==> src/rtl/pq_pkg.sv <==
`default_nettype none
// pq_pkg: shared constants, state encoding and data-word field helpers for pq and pq_timer_sched.
// Rev 1.0
package pq_pkg;

  localparam int QUEUE_DEPTH = 8;
  localparam int TIME_WIDTH  = 16;
  localparam int DATA_WIDTH  = 32;
  localparam int SCHED_NREQ  = 4;
  localparam int LATE_CNT_W  = 16;

  typedef enum logic [0:0] {
    ST_IDLE   = 1'b0,
    ST_SETTLE = 1'b1
  } sched_state_e;

  // A pq data word is {deadline, tag}; the deadline sits in the top bits.
  function automatic logic [TIME_WIDTH-1:0] get_deadline(input logic [DATA_WIDTH-1:0] w);
    return w[DATA_WIDTH-1 -: TIME_WIDTH];
  endfunction

  function automatic logic [DATA_WIDTH-TIME_WIDTH-1:0] get_tag(input logic [DATA_WIDTH-1:0] w);
    return w[DATA_WIDTH-TIME_WIDTH-1:0];
  endfunction

endpackage
`default_nettype wire

==> src/rtl/pq_rr_arb.sv <==
`default_nettype none
// pq_rr_arb: round-robin arbiter; search starts at rr, rr moves past the winner when en is high.
// Rev 1.0
module pq_rr_arb #(
  parameter  int N  = 4,
  localparam int IW = $clog2(N)
) (
  input  logic          clk_i,
  input  logic          rst_ni,
  input  logic [N-1:0]  req,
  input  logic          en,
  output logic [N-1:0]  gnt,
  output logic [IW-1:0] idx
);

  logic [IW-1:0] rr_q, rr_d;
  logic          found;
  int            j;

  always_comb begin
    gnt   = '0;
    idx   = '0;
    found = 1'b0;
    j     = 0;
    for (int k = 0; k < N; k++) begin
      j = int'(rr_q) + k;
      if (j >= N) j = j - N;
      if (!found && req[j]) begin
        found  = 1'b1;
        gnt[j] = 1'b1;
        idx    = IW'(j);
      end
    end
    rr_d = rr_q;
    if (en) rr_d = (idx == IW'(N-1)) ? '0 : idx + IW'(1);
  end

  always_ff @(posedge clk_i or negedge rst_ni) begin
    if (!rst_ni) rr_q <= '0;
    else         rr_q <= rr_d;
  end

endmodule
`default_nettype wire

==> src/rtl/pq_timer_sched.sv <==
`default_nettype none
// pq_timer_sched: shares one pq among NREQ requesters as a deadline-ordered timer queue.
// Rev 1.0
module pq_timer_sched
  import pq_pkg::*;
#(
  parameter  int NREQ     = SCHED_NREQ,
  parameter  int DEPTH    = QUEUE_DEPTH,
  parameter  int TW       = TIME_WIDTH,
  parameter  int DW       = DATA_WIDTH,
  parameter  int SETTLE   = 1,
  localparam int ID_WIDTH = $clog2(DEPTH) + 1,
  localparam int PW       = DW - TW,
  localparam int IW       = $clog2(NREQ)
) (
  input  logic                  clk_i,
  input  logic                  rst_ni,
  input  logic                  tick_i,
  output logic [TW-1:0]         now_o,
  input  logic [NREQ-1:0]       req_vld_i,
  input  logic [NREQ*TW-1:0]    req_delay_i,
  input  logic [NREQ*PW-1:0]    req_tag_i,
  output logic [NREQ-1:0]       req_rdy_o,
  output logic                  acc_vld_o,
  output logic [IW-1:0]         acc_idx_o,
  output logic [ID_WIDTH-1:0]   acc_id_o,
  input  logic                  cancel_vld_i,
  input  logic [ID_WIDTH-1:0]   cancel_id_i,
  output logic                  cancel_rdy_o,
  output logic                  exp_vld_o,
  input  logic                  exp_rdy_i,
  output logic [DW-1:0]         exp_data_o,
  output logic                  exp_late_o,
  output logic [LATE_CNT_W-1:0] late_cnt_o,
  output logic                  pq_push_o,
  output logic                  pq_pop_o,
  output logic                  pq_drop_o,
  output logic [ID_WIDTH-1:0]   pq_drop_id_o,
  output logic [DW-1:0]         pq_data_o,
  input  logic [ID_WIDTH-1:0]   pq_push_id_i,
  input  logic                  pq_push_rdy_i,
  input  logic                  pq_pop_rdy_i,
  input  logic                  pq_drop_rdy_i,
  input  logic                  pq_full_i,
  input  logic                  pq_peek_vld_i,
  input  logic [DW-1:0]         pq_peek_data_i
);

  localparam int            CW   = (SETTLE > 1) ? $clog2(SETTLE) : 1;
  localparam logic [TW-1:0] TMAX = '1;

  sched_state_e          state_q, state_d;
  logic [CW-1:0]         cnt_q, cnt_d;
  logic [TW-1:0]         now_q, now_d;
  logic                  exp_vld_q, exp_vld_d;
  logic [DW-1:0]         exp_data_q, exp_data_d;
  logic                  exp_late_q, exp_late_d;
  logic [LATE_CNT_W-1:0] late_cnt_q, late_cnt_d;

  logic [NREQ-1:0] arb_gnt;
  logic [IW-1:0]   arb_idx;
  logic [TW-1:0]   peek_dl, sel_delay, deadline;
  logic [PW-1:0]   sel_tag;
  logic [TW:0]     dl_sum;
  logic            is_idle, exp_cond, is_late, do_pop, do_drop, do_push;

  pq_rr_arb #(.N(NREQ)) u_arb (
    .clk_i  (clk_i),
    .rst_ni (rst_ni),
    .req    (req_vld_i),
    .en     (do_push),
    .gnt    (arb_gnt),
    .idx    (arb_idx)
  );

  assign peek_dl   = pq_peek_data_i[DW-1 -: TW];
  assign sel_delay = req_delay_i[arb_idx*TW +: TW];
  assign sel_tag   = req_tag_i[arb_idx*PW +: PW];
  assign dl_sum    = {1'b0, now_q} + {1'b0, sel_delay};
  assign deadline  = dl_sum[TW] ? TMAX : dl_sum[TW-1:0];

  assign is_idle  = (state_q == ST_IDLE);
  assign exp_cond = pq_peek_vld_i && (peek_dl <= now_q);
  assign is_late  = (now_q > peek_dl);
  // Fixed priority pop > drop > push keeps at most one pq strobe per cycle.
  assign do_pop   = is_idle && exp_cond && (!exp_vld_q || exp_rdy_i) && pq_pop_rdy_i;
  assign do_drop  = is_idle && !do_pop && cancel_vld_i && pq_drop_rdy_i;
  assign do_push  = is_idle && !do_pop && !do_drop && (|req_vld_i) && pq_push_rdy_i && !pq_full_i;

  always_comb begin
    now_d      = now_q;
    state_d    = state_q;
    cnt_d      = cnt_q;
    exp_vld_d  = exp_vld_q;
    exp_data_d = exp_data_q;
    exp_late_d = exp_late_q;
    late_cnt_d = late_cnt_q;

    if (tick_i && (now_q != TMAX)) now_d = now_q + TW'(1);

    case (state_q)
      ST_IDLE: begin
        if (do_pop || do_drop || do_push) begin
          state_d = ST_SETTLE;
          cnt_d   = CW'(SETTLE - 1);
        end
      end
      ST_SETTLE: begin
        if (cnt_q == '0) state_d = ST_IDLE;
        else             cnt_d   = cnt_q - CW'(1);
      end
      default: state_d = ST_IDLE;
    endcase

    // A pop in the handshake cycle reloads the buffer without a bubble.
    if (do_pop) begin
      exp_vld_d  = 1'b1;
      exp_data_d = pq_peek_data_i;
      exp_late_d = is_late;
      if (is_late && (late_cnt_q != '1)) late_cnt_d = late_cnt_q + LATE_CNT_W'(1);
    end else if (exp_vld_q && exp_rdy_i) begin
      exp_vld_d = 1'b0;
    end
  end

  always_ff @(posedge clk_i or negedge rst_ni) begin
    if (!rst_ni) begin
      state_q    <= ST_IDLE;
      cnt_q      <= '0;
      now_q      <= '0;
      exp_vld_q  <= 1'b0;
      exp_data_q <= '0;
      exp_late_q <= 1'b0;
      late_cnt_q <= '0;
    end else begin
      state_q    <= state_d;
      cnt_q      <= cnt_d;
      now_q      <= now_d;
      exp_vld_q  <= exp_vld_d;
      exp_data_q <= exp_data_d;
      exp_late_q <= exp_late_d;
      late_cnt_q <= late_cnt_d;
    end
  end

  assign now_o        = now_q;
  assign exp_vld_o    = exp_vld_q;
  assign exp_data_o   = exp_data_q;
  assign exp_late_o   = exp_late_q;
  assign late_cnt_o   = late_cnt_q;

  assign pq_push_o    = do_push;
  assign pq_pop_o     = do_pop;
  assign pq_drop_o    = do_drop;
  assign pq_drop_id_o = cancel_id_i;
  assign pq_data_o    = {deadline, sel_tag};

  assign req_rdy_o    = do_push ? arb_gnt : '0;
  assign acc_vld_o    = do_push;
  assign acc_idx_o    = do_push ? arb_idx : '0;
  assign acc_id_o     = do_push ? pq_push_id_i : '0;
  assign cancel_rdy_o = do_drop;

endmodule
`default_nettype wire

==> config.mk <==
export PLATFORM = sky130hd
export DESIGN_NAME = pq_timer_sched
export DESIGN_NICKNAME = d
export VERILOG_FILES = /design/src/rtl/pq_pkg.sv /design/src/rtl/pq_rr_arb.sv /design/src/rtl/pq_timer_sched.sv
export SDC_FILE = /design/constraint.sdc
export NUM_CORES = 1
export LEC_CHECK = 0
export ABC_AREA = 1
export CAP_MARGIN = 25
export CORE_MARGIN = 10
export CORE_UTILIZATION = 35
export CTS_CLUSTER_DIAMETER = 30
export CTS_CLUSTER_SIZE = 24
export DETAILED_ROUTE_END_ITERATION = 7
export GPL_ROUTABILITY_DRIVEN = 0
export GPL_TIMING_DRIVEN = 0
export PLACE_DENSITY_LB_ADDON = 0.3
export SETUP_SLACK_MARGIN = 0.02
export SLEW_MARGIN = 20
export SYNTH_ARGS = -nofsm -noshare
export SYNTH_HDL_FRONTEND = slang
export SYNTH_SLANG_ARGS = --single-unit
export TNS_END_PERCENT = 100
==> constraint.sdc <==
create_clock -name clk_i -period 7 [get_ports clk_i]
set_clock_uncertainty 0.15 [all_clocks]
set_input_delay 1.4 -clock clk_i [delete_from_list [all_inputs] [get_ports clk_i]]
set_output_delay 1.4 -clock clk_i [all_outputs]
set_load 0.005 [all_outputs]
Word-level counts from Yosys, hierarchy flattened --
Index checks and enable logic that the tools add are counted.
Storage, ports and cells: input port bits 182, output and inout bits 117, flip-flop bits (word level) 70
Cells by class: add/subtract/negate cells 12, reductions and logical operators 34, mux-type cells 48, equality and inequality tests 4, bitwise gates (word level) 4, magnitude comparators 14, shift-type cells 2
Operators by type and width (number):
- 32-bit by 1-bit greater-or-equal comparator with 1-bit output, second input constant | 4
- 32-bit by 4-bit less-than comparator with 1-bit output, second input constant | 4
- 32-bit two-way mux | 4
- 64-bit by 7-bit variable part select with 16-bit output | 2
- 32-bit by 4-bit greater-or-equal comparator with 1-bit output, second input constant | 3
- 32-bit by 4-bit subtractor with 32-bit output, second input constant | 3
- 16-bit by 1-bit adder with 16-bit output, second input constant | 2
- 16-bit != test, second input constant | 2
- 4-bit two-way mux | 6
- 1-bit logical AND | 21
- 1-bit two-way mux | 21
- 16-bit by 16-bit adder with 17-bit output | 1
- 16-bit > comparator | 1
- 16-bit <= comparator | 1
- 16-bit two-way mux | 1
- 2-bit two-way mux | 6
- 4-bit OR | 3
- 1-bit binary-select mux with 2-bit select | 4
- 1-bit demux with 2-bit select | 4
- 1-bit logical NOT | 7
- 2-bit by 2-bit adder with 3-bit output, second input constant | 2
- 1-bit one-hot mux with 2 select lines | 2
- 4-bit OR reduction | 1
- 2-bit by 3-bit subtractor with 4-bit output, second input constant | 1
- 10 further kinds | 12

Longest topological paths before layout --
depth after elaboration 18, depth in mapped cells 26, gate-level depth less buffers 25

Cells and area by module --
From an unflattened synthesis, not the netlist that was laid out.
Unflattened totals: cell total of the unflattened synthesis 883, area total of the unflattened synthesis 6057.1 µm²
By module, submodules not included:
- pq_timer_sched | cells an instance 793, area each 5484.0 µm², times used 1
- pq_rr_arb | cells an instance 90, area each 573.0 µm², times used 1

Worst setup path after synthesis --
OpenSTA, ideal clock, no wires.
path kind input-to-output, start point input req_vld_i[3], end point output pq_data_o[16], slack 1211 ps, data arrival time 4239 ps, stages on the path 21, cells stage by stage inv_1 -> nand2_1 -> nand3_2 -> nand2_4 -> inv_2 -> nand3_2 -> nor2_2 -> inv_1 -> nand2_2 -> buf_2 -> mux2i_1 -> ha_1 -> inv_1 -> fa_1 -> nand3b_1 -> nand2_1 -> a21boi_1 -> o21ai_1 -> a211oi_2 -> buf_2 -> nand2_1
Between the ends: longest elaborated chain between the ends 16, elaborated cells on any way between the ends 28
Ends and longest elaborated chain:
- start, declared | line pq_timer_sched.sv:20 | input logic [NREQ-1:0] req_vld_i,
- 1-bit binary-select mux with 2-bit select | line pq_rr_arb.sv:28 | if (!found && req[j]) begin
- 1-bit two-way mux (implied by the code) (2 in a row) | line pq_rr_arb.sv:28
- 1-bit two-way mux | line pq_rr_arb.sv:28
- 1-bit logical NOT | line pq_rr_arb.sv:28
- 1-bit logical AND | line pq_rr_arb.sv:28
- 1-bit two-way mux | line pq_rr_arb.sv:28
- 1-bit logical NOT | line pq_rr_arb.sv:28
- 1-bit logical AND | line pq_rr_arb.sv:28
- 1-bit two-way mux | line pq_rr_arb.sv:28
- 1-bit logical NOT | line pq_rr_arb.sv:28
- 1-bit logical AND | line pq_rr_arb.sv:28
- 2-bit two-way mux (*) | line pq_rr_arb.sv:28
- 64-bit by 7-bit variable part select with 16-bit output (*) | line pq_timer_sched.sv:77 | assign sel_delay = req_delay_i[arb_idx*TW +: TW];
- 16-bit by 16-bit adder with 17-bit output (*) | line pq_timer_sched.sv:79 | assign dl_sum = {1'b0, now_q} + {1'b0, sel_delay};
- 16-bit two-way mux (*) | line pq_timer_sched.sv:80 | assign deadline = dl_sum[TW] ? TMAX : dl_sum[TW-1:0];
- end, declared | line pq_timer_sched.sv:39 | output logic [DW-1:0] pq_data_o,
Mark *: on every way between the ends. The rest lies on a longest branch, timed or not. The select of a mux whose other input is x is not followed.

Final worst setup path --
start point input req_vld_i[0], end point output pq_data_o[23]
Same word-level chain as after synthesis.

==> impl_metrics.py <==
metrics = {
    "power": {
        "p_comb_frac": 0.820,
        "power_leakage_nw": 4.82,
        "p_int_w": 0.00297,
        "power_frac_seq": 0.100,
        "power_w": 0.00552,
        "power.density_nw_per_um2": 563,
        "p_clk_frac": 0.080,
        "swShare": 0.462,
        "vdd_drop_max_mv": 0.443,
        "p_sw_w": 0.00255,
    },
    "floorplanning": {
        "floorplan.initialDensity": 0.353,
        "die_x_um": 152,
        "rows": 48,
        "pin_count": 299,
        "dieArea_um2": 23000,
        "die_height_um": 152,
        "core_um2": 17200,
    },
    "route": {
        "viasPerCell": 4.83,
        "wl_um": 24800,
        "drtAntennaViolNets": 0,
        "drtIter0Drc": 351,
        "route.vias.total": 7069,
        "firstDrtPassIters": 4,
        "wl_per_cell_um": 17.0,
        "drc_errors": 0,
    },
    "sta": {
        "final_max_slew_viol_count": 0,
        "fmax_mhz": 147,
        "slew_headroom": 0.608,
        "period_minus_slack_ns": 6.80,
        "worst_pin_slew_ns": 0.582,
        "rsz0062_at_grt": "yes",
        "setup_violations": 0,
        "period_share": 0.972,
        "hold_viol_final": 0,
    },
    "synthesis": {
        "synthArstFlopShare": 1.00,
        "avgSynthCellArea_um2": 6.65,
        "netlist_top_cells_area": "dfrtp_1 (28%), nand2_1 (20%), ha_1 (7.8%)",
        "synthDistinctLibCells": 43,
        "ys_seq_elements": 69,
        "ys.flop_type": "dfrtp_1",
        "syn_inst": 913,
        "yosysWarningCount": 0,
        "synthesis.area_um2": 6070,
        "synth_area_leader_cell": "dfrtp_1",
        "seq_area_frac_synth": 0.284,
        "synthTopCellsByCount": "nand2_1 (326), inv_1 (105), nand3_1 (73), dfrtp_1 (69)",
        "yosysMostFrequentCell": "nand2_1",
        "synth.top_cell.area_share": 0.284,
        "synth_edf_count": 0,
        "syn_nets": 1134,
    },
    "setup_path": {
        "reg2reg_depth": 10,
        "required_ns": 5.45,
        "cp-start-kind": "input port",
        "reg2reg_from": "now_o[13]",
        "crit_start": "req_vld_i[0]",
        "reg2reg_slack_ns": 4.21,
        "endpoint_kind": "output port",
        "reg2reg_to": "exp_data_o[13]",
        "critPathCapture": "pq_data_o[23]",
        "critPathArrivalTime_ns": 5.25,
        "worstPathMaxFanout": 10,
        "critPathKind": "in2out",
    },
    "cts": {
        "cts_tree": "yes",
        "clock_path_buffers": 2,
        "clk_pin_slew_ns": 0.05,
        "clk_latency_ns": 0.33,
        "numCtsBuffers": 9,
        "postCtsHoldBufs": 0,
        "htreeDepth": 3,
        "cts-root-buf": "clkbuf_16",
        "clock-sinks": 69,
    },
    "cells_and_area": {
        "syn_to_final_growth_pct": 61.6,
        "antenna-diode-count": 0,
        "layout.nets": 1456,
        "multiInputGateArea_um2": 3760,
        "final-seq-area_um2": 1730,
        "drive_above_1_share": 0.0719,
        "fillers": 1669,
        "fin_cells": 1463,
    },
    "global_routing": {
        "grt_pass1_vias": 6811,
        "globalRouteOverflowTotal": 0,
        "grt_pass1_wl_um": 37300,
        "track_usage": 0.204,
        "grt_max_degree": 56,
        "antenna_found_initial": 0,
    },
    "run_status": {
        "status": "complete, no violations",
    },
    "worst_hold_path": {
        "hp-class": "reg2reg",
    },
    "place": {
        "place_inst": 1433,
        "io_buffers": 294,
        "hpwl_um": 20300,
    },
    "flow_run": {
        "drv_cap": 0,
    },
}
## repair_timing
item                                    4_1_cts  5_1_grt
pin swaps                                     5        8
resized for setup                            23       11
gates cloned                                  0        1
buffers inserted                              7        9
endpoints found under the setup margin       16       16
## through the flow
step / cell area (µm²) / hold WS, ns / setup WS [ns] / TNS [ns] / utilization
after floorplan: 6070 / 0.315 / 1.21 / 0 / -
after global placement: 9290 / 0.309 / -0.449 / -5.83 / 0.541
after detailed placement: 9320 / 0.314 / -0.569 / -7.69 / 0.543
after CTS: 9720 / 0.329 / 0.0437 / 0 / 0.566
after global routing: 9810 / 0.352 / -0.0355 / -0.204 / 0.571
final: 9810 / 0.326 / 0.199 / 0 / 0.571
## critical path, stage by stage
cell	delay, ns
dlygate4sd2_1	0.28
inv_1	0.09
nand2_2	0.09
nand3_4	0.11
nand2_4	0.09
buf_4	0.14
o21ai_1	0.13
nand3_2	0.10
nand2_4	0.12
buf_4	0.12
buf_2	0.22
nand2_1	0.06
o21ai_0	0.08
mux2i_1	0.18
ha_1	0.41
nand2_1	0.12
nor4_1	0.56
a211oi_4	0.17
buf_4	0.20
nand2_1	0.06
clkdlybuf4s50_1	0.52
## kinds of logic after synthesis
family | after synthesis | synth area share
adder cells (fa/ha/maj) | 39 | 0.0816
AO/OA/AOI/OAI | 108 | 0.0981
flip-flops | 69 | 0.284
AND/OR/NAND/NOR | 502 | 0.357
multiplexers | 15 | 0.0247
XOR/XNOR | 33 | 0.0476
buffers and inverters | 147 | 0.106
## cell type report
| type | instances | share of cell area |
|---|---|---|
| Buffer | 34 | 0.0244 |
| Clock buffer | 12 | 0.0251 |
| Clock inverter | 2 | 0.00357 |
| Inverter | 112 | 0.0429 |
| Multi-Input combinational cell | 697 | 0.383 |
| Sequential cell | 69 | 0.176 |
| Tap cell | 225 | 0.0287 |
| Timing Repair Buffer | 312 | 0.316 |
## cells in the final DEF (no fill, tap or decap), drive strengths merged, types with 5 or more instances in the layout
master and count:
ha 38, mux2i 15, nand3 78, o21ai 68, dfrtp 69, nand4 11, xnor2 15, nor3 8
clkdlybuf4s50 285, inv 110, clkbuf 21, and2 16, buf 44, nor2 45, nor4 5, nand2 332
a21oi 25, xor2 18
## layer usage
metal	part of all wire	global-route usage
met5	0	0
met2	0.50	0.365
met4	0.019	0.0534
met3	0.079	0.0416
met1	0.40	0.242
## power groups by stage
stage / Combinational (W) / Sequential [W] / Clock [W]
global route: 0.00498 / 0.000565 / 0.000467
CTS: 0.00448 / 0.000552 / 0.000452
floorplan: 0.00242 / 0.000535 / 0
global placement: 0.00427 / 0.000556 / 0
finish: 0.00453 / 0.000553 / 0.000440
detailed placement: 0.00433 / 0.000558 / 0
## worst min-delay path by stage
stage                     end  cells past startpoint            from  slack (ns)
2_1_floorplan      exp_late_o                      2      exp_late_o        0.32
3_3_place_gp       exp_late_o                      2      exp_late_o        0.31
3_5_place_dp   exp_data_o[11]                      2  exp_data_o[11]        0.31
4_1_cts        exp_data_o[11]                      2  exp_data_o[11]        0.33
5_1_grt         exp_data_o[3]                      2   exp_data_o[3]        0.35
6_report       exp_data_o[11]                      2  exp_data_o[11]        0.33
## registers in the layout, summed over array words and instances (netlist names)
| signal | flops |
|---|---|
| exp_vld_o | 1 |
| exp_data_o | 32 |
| state_q | 1 |
| exp_late_o | 1 |
| now_o | 16 |
| late_cnt_o | 16 |
| u_arb.rr_q | 2 |
No activity file was read; power rests on OpenSTA's default activity.
